[src/rtl/uart_tx_frame.sv]
// Parametrised UART transmitter: DBIT data bits LSB first, SB_TICK-long stop period,
// one-entry holding register for gapless back-to-back frames. Define UART_TX_PARITY_EN for a parity bit.
module uart_tx_frame #(
  parameter int DBIT       = 8,
  parameter int OVERSAMPLE = 16,
  parameter int SB_TICK    = 16
) (
  input  logic            clk,
  input  logic            reset,
  input  logic            s_tick,
  input  logic            tx_start,
  input  logic [DBIT-1:0] din,
`ifdef UART_TX_PARITY_EN
  input  logic            parity_odd,
`endif
  output logic            tx_ready,
  output logic            tx_busy,
  output logic            tx_done_tick,
  output logic            tx
);

  localparam int TW = $clog2(2 * OVERSAMPLE);
  localparam int BW = $clog2(DBIT + 1);
  localparam logic [TW-1:0] BIT_LAST  = TW'(OVERSAMPLE - 1);
  localparam logic [TW-1:0] STOP_LAST = TW'(SB_TICK - 1);
  localparam logic [BW-1:0] DBIT_LAST = BW'(DBIT - 1);

`ifdef UART_TX_PARITY_EN
  typedef enum logic [2:0] {S_IDLE, S_START, S_DATA, S_PARITY, S_STOP} state_e;
`else
  typedef enum logic [1:0] {S_IDLE, S_START, S_DATA, S_STOP} state_e;
`endif

  state_e          state_q;
  logic [TW-1:0]   tick_q;
  logic [BW-1:0]   bit_q;
  logic            hold_valid_q;
  logic            tx_q;
  logic            done_q;
  logic [DBIT-1:0] hold_data_q;
  logic [DBIT-1:0] shift_q;
  logic [DBIT-1:0] shift_d;
`ifdef UART_TX_PARITY_EN
  logic            hold_par_q;
  logic            par_q;
`endif

  logic accept;
  logic tick_last;
  logic stop_last;
  logic reload;
  logic bit_adv;

  // A reload needs hold_valid=1 and an accept needs hold_valid=0, so the two never collide.
  always_comb begin
    accept    = tx_start && !hold_valid_q;
    tick_last = s_tick && (tick_q == BIT_LAST);
    stop_last = s_tick && (tick_q == STOP_LAST);
    reload    = hold_valid_q &&
                ((state_q == S_IDLE) || ((state_q == S_STOP) && stop_last));
    bit_adv   = (state_q == S_DATA) && tick_last;
    shift_d   = shift_q;
    if (reload)
      shift_d = hold_data_q;
    else if (bit_adv)
      shift_d = shift_q >> 1;
  end

  always_ff @(posedge clk) begin
    if (accept) begin
      hold_data_q <= din;
`ifdef UART_TX_PARITY_EN
      hold_par_q  <= parity_odd;
`endif
    end
    shift_q <= shift_d;
`ifdef UART_TX_PARITY_EN
    if (reload)
      par_q <= (^hold_data_q) ^ hold_par_q;
`endif
  end

  always_ff @(posedge clk or negedge reset) begin
    if (!reset) begin
      state_q      <= S_IDLE;
      tick_q       <= '0;
      bit_q        <= '0;
      hold_valid_q <= 1'b0;
      tx_q         <= 1'b1;
      done_q       <= 1'b0;
    end else begin
      done_q <= 1'b0;
      if (reload)
        hold_valid_q <= 1'b0;
      else if (accept)
        hold_valid_q <= 1'b1;

      case (state_q)
        S_IDLE: begin
          if (hold_valid_q) begin
            state_q <= S_START;
            tick_q  <= '0;
            bit_q   <= '0;
            tx_q    <= 1'b0;
          end
        end
        S_START: begin
          if (tick_last) begin
            state_q <= S_DATA;
            tick_q  <= '0;
            tx_q    <= shift_q[0];
          end else if (s_tick) begin
            tick_q  <= tick_q + TW'(1);
          end
        end
        S_DATA: begin
          if (tick_last) begin
            tick_q <= '0;
            if (bit_q == DBIT_LAST) begin
`ifdef UART_TX_PARITY_EN
              state_q <= S_PARITY;
              tx_q    <= par_q;
`else
              state_q <= S_STOP;
              tx_q    <= 1'b1;
`endif
            end else begin
              bit_q <= bit_q + BW'(1);
              tx_q  <= shift_q[1];
            end
          end else if (s_tick) begin
            tick_q <= tick_q + TW'(1);
          end
        end
`ifdef UART_TX_PARITY_EN
        S_PARITY: begin
          if (tick_last) begin
            state_q <= S_STOP;
            tick_q  <= '0;
            tx_q    <= 1'b1;
          end else if (s_tick) begin
            tick_q  <= tick_q + TW'(1);
          end
        end
`endif
        S_STOP: begin
          if (stop_last) begin
            done_q <= 1'b1;
            tick_q <= '0;
            // A pending word starts its start bit on this very edge: no idle gap.
            if (hold_valid_q) begin
              state_q <= S_START;
              bit_q   <= '0;
              tx_q    <= 1'b0;
            end else begin
              state_q <= S_IDLE;
              tx_q    <= 1'b1;
            end
          end else if (s_tick) begin
            tick_q <= tick_q + TW'(1);
          end
        end
        default: begin
          state_q <= S_IDLE;
          tx_q    <= 1'b1;
        end
      endcase
    end
  end

  assign tx_ready     = !hold_valid_q;
  assign tx_busy      = (state_q != S_IDLE);
  assign tx_done_tick = done_q;
  assign tx           = tx_q;

endmodule

[config.mk]
export PLATFORM = sky130hd
export DESIGN_NAME = uart_tx_frame
export DESIGN_NICKNAME = d
export VERILOG_FILES = /design/src/rtl/uart_tx_frame.sv
export SDC_FILE = /design/constraint.sdc
export NUM_CORES = 1
export LEC_CHECK = 0
export CAP_MARGIN = 20
export CORE_MARGIN = 2
export CORE_UTILIZATION = 59
export CTS_CLUSTER_DIAMETER = 150
export DETAILED_ROUTE_END_ITERATION = 8
export PLACE_DENSITY = 0.8
export REMOVE_ABC_BUFFERS = 1
export SYNTH_ARGS = -nofsm -noshare
export SYNTH_HDL_FRONTEND = slang
export SYNTH_SLANG_ARGS = --single-unit
[constraint.sdc]
create_clock -name clk -period 2.8 [get_ports clk]
set_clock_uncertainty 0.1 [all_clocks]
set_input_delay 0.28 -clock clk [delete_from_list [all_inputs] [get_ports clk]]
set_output_delay 0.28 -clock clk [all_outputs]
set_load 0.03 [all_outputs]
==> impl_metrics.json <==
{
  "status": "complete, no violations",
  "mostFrequentLayoutCells": "edfxtp_1, clkdlybuf4s50_1, dfrtp_1",
  "worstMarginPinSlew_ps": 722,
  "routabilityCongestion": 0.783,
  "setup_tns_ps": 0,
  "drtIter0Drc": 32,
  "synthSimpleGateAreaFrac_pct": 12.7,
  "setup-violations-final": 0,
  "crit_slowest_cell": "clkdlybuf4s50_1",
  "leakagePower_uw": 0.000707,
  "dieArea_mm2": 0.00284,
  "wire_per_inst_um": 16.5,
  "synth-xor-area-share_pct": 1.22,
  "cp-end-kind": "output pin",
  "grt_use_total_pct": 23.0,
  "drt-pass1-iter-count": 4,
  "period_minus_slack_ps": 2260,
  "yosys.area.top_type": "edfxtp_1",
  "fp.dieW_um": 53.3,
  "max_cap_viol_count": 0,
  "yosysSeqAreaShare_pct": 58.0,
  "max_freq_mhz": 442,
  "finalMaxSlewViolations": 0,
  "ys_types": 33,
  "drtAntennaViolNets": 0,
  "ys_warn_count": 0,
  "via_per_inst": 5.98,
  "cts_max_level": 2,
  "clock_latency_ps": 340,
  "drive_above_1_share_pct": 15.8,
  "fin_util_pct": 73.4,
  "grt_pass1_wl_um": 4370,
  "finalHoldViolations": 0,
  "path_clk_slew_ps": 100,
  "cp.arrival_ps": 1880,
  "syn_inst": 112,
  "crit_path_max_incr_delay_ps": 660,
  "ios": 16,
  "synth_compound_area_share_pct": 11.4,
  "vdd_drop_max_mv": 0.625,
  "finalWirelength_um": 2660,
  "final.fill_count": 170,
  "coreArea_mm2": 0.00225,
  "synth_top_family_by_area": "simple AND/OR/NAND/NOR gates",
  "synthTopCellsByArea": "edfxtp_1, dfrtp_1, mux2_2",
  "overflow": 0,
  "cp_common_cell": "inv_1",
  "stdcell_count": 161,
  "synth_seq_cells": 30,
  "relSlewSlack_pct": 51.8,
  "critPathKind": "reg -> out",
  "fp-row-count": 17,
  "start_util_pct": 63.6,
  "clock_sinks": 30,
  "numPortBuffers": 15,
  "drc": 0,
  "fin_crit_sh_pct": 80.7,
  "cts_root_buffer": "clkbuf_4",
  "clock_path_buffers": 2,
  "cts_made_buffers": 5,
  "syn_area_mm2": 0.00143,
  "cts-hold-fix-buffers": 0,
  "synth-adder-area-share_pct": 6.11,
  "grt_max_degree": 15,
  "vias": 962,
  "syn_to_final_growth_pct": 15.4,
  "required_ps": 2420,
  "cts_resized": 0,
  "final_common_cell": "edfxtp_1",
  "hpwlAfterDp_um": 1950,
  "path_max_fanout": 5,
  "path_cells": "inv_1 -> ha_1 -> inv_1 -> clkdlybuf4s50_1",
  "powerDensity_mw_per_mm2": 951,
  "synth_top_area_share_pct": 33.5,
  "dp_cells": 153,
  "path_buf_inv": 3,
  "cts_tree": "built",
  "cpLargestDelayFamily": "buffers and inverters",
  "crit_path_start_kind": "register",
  "grt_pass1_vias": 943,
  "postCtsSetupRepairBufs": 0,
  "diodes": 0,
  "layout.nets": 151,
  "die_h_um": 53.3,
  "holdCritPathClass": "in -> async",
  "avgSynthCellArea_um2": 12.8,
  "antenna_found_initial": 0,
  "muxShareOfSynthArea_pct": 7.85,
  "rsz0062_at_grt": "no"
}
-- path summary, 6_finish.rpt --
path,cells after the start,to,startpoint,slack (ps)
max,4,tx_busy,state_q[0],540
min,1,tx_done_tick,reset,220
max reg2reg,5,shift_q[4],tick_q[0],550
min reg2reg,1,bit_q[2],bit_q[2],430
max in group asynchronous,1,bit_q[2],reset,1950
min in group clk,1,hold_data_q[1],din[1],390
-- registers in the layout (all words and copies together), names as in the netlist --
name	cells
tx	1
hold_valid_q	1
shift_q	8
tick_q	5
state_q	2
tx_done_tick	1
hold_data_q	8
bit_q	4
-- layer usage --
metal	GRT usage (%)	vias up	routed length [µm]
met5	0	-	0
met4	14.1	0	67
met3	5.08	7	112
met2	36.0	29	1320
met1	28.7	464	1160
li1	-	462	-
-- synthesized netlist by cell type --
cell,instances
o32ai_1,1
xor2_1,2
nand2b_1,3
nand3_1,3
nor2_1,4
dfrtp_1,13
nor2b_1,2
nand4_4,1
o31ai_1,1
a22oi_1,1
nor4_1,1
o22ai_1,1
nand4_1,2
nand2_1,5
buf_6,1
nor3_1,4
ha_1,7
inv_1,6
a31o_2,1
mux2_2,10
or2_4,1
a22o_1,5
and3b_1,1
a31oi_1,1
a21o_1,2
a21oi_1,3
and3_1,1
dfstp_2,1
edfxtp_1,16
o21ai_0,6
and2_1,3
clkbuf_1,1
a211oi_1,2
-- per-stage QoR --
step	power, µW	hold WS, ps	cell area (µm²)	setup WS, ps
floorplan	1150	-116	1420	856
global placement	1300	395	1600	408
detailed placement	1330	407	1600	339
CTS	1580	248	1660	545
global route	1680	276	1660	411
finish	1570	222	1660	540
-- report_power, final --
part	internal, µW	total [µW]	leakage (µW)	switching (µW)
sequential	614	694	0.000331	80.3
combinational	281	634	0.000343	352
clock	95.3	246	0.0000320	150
-- final cells by class --
type | count | area (µm²) | area share [%]
clock buffer | 6 | 41.3 | 2.49
clock inverter | 2 | 10.0 | 0.605
inverter | 6 | 22.5 | 1.36
multi-input combinational | 74 | 564 | 34.1
sequential | 30 | 832 | 50.3
tap | 28 | 35.0 | 2.12
timing repair buffer | 15 | 150 | 9.07
-- worst register-to-register path, cell delays in order, from the launching register on --
cell and delay (ps):
dfrtp_1 410, ha_1 260, nand4_4 150, nor2_1 240
a22o_1 430, a21o_1 340
-- cell families (layout without fill, tap and decap cells) --
logic type      count (synthesis)  after routing
simple gates                   31             31
flops                          30             30
compound gates                 24             24
mux                            10             10
buf+inv                         8             29
fa+ha+maj                       7              7
xor+xnor                        2              2
Power figures use the tool's default switching activity.
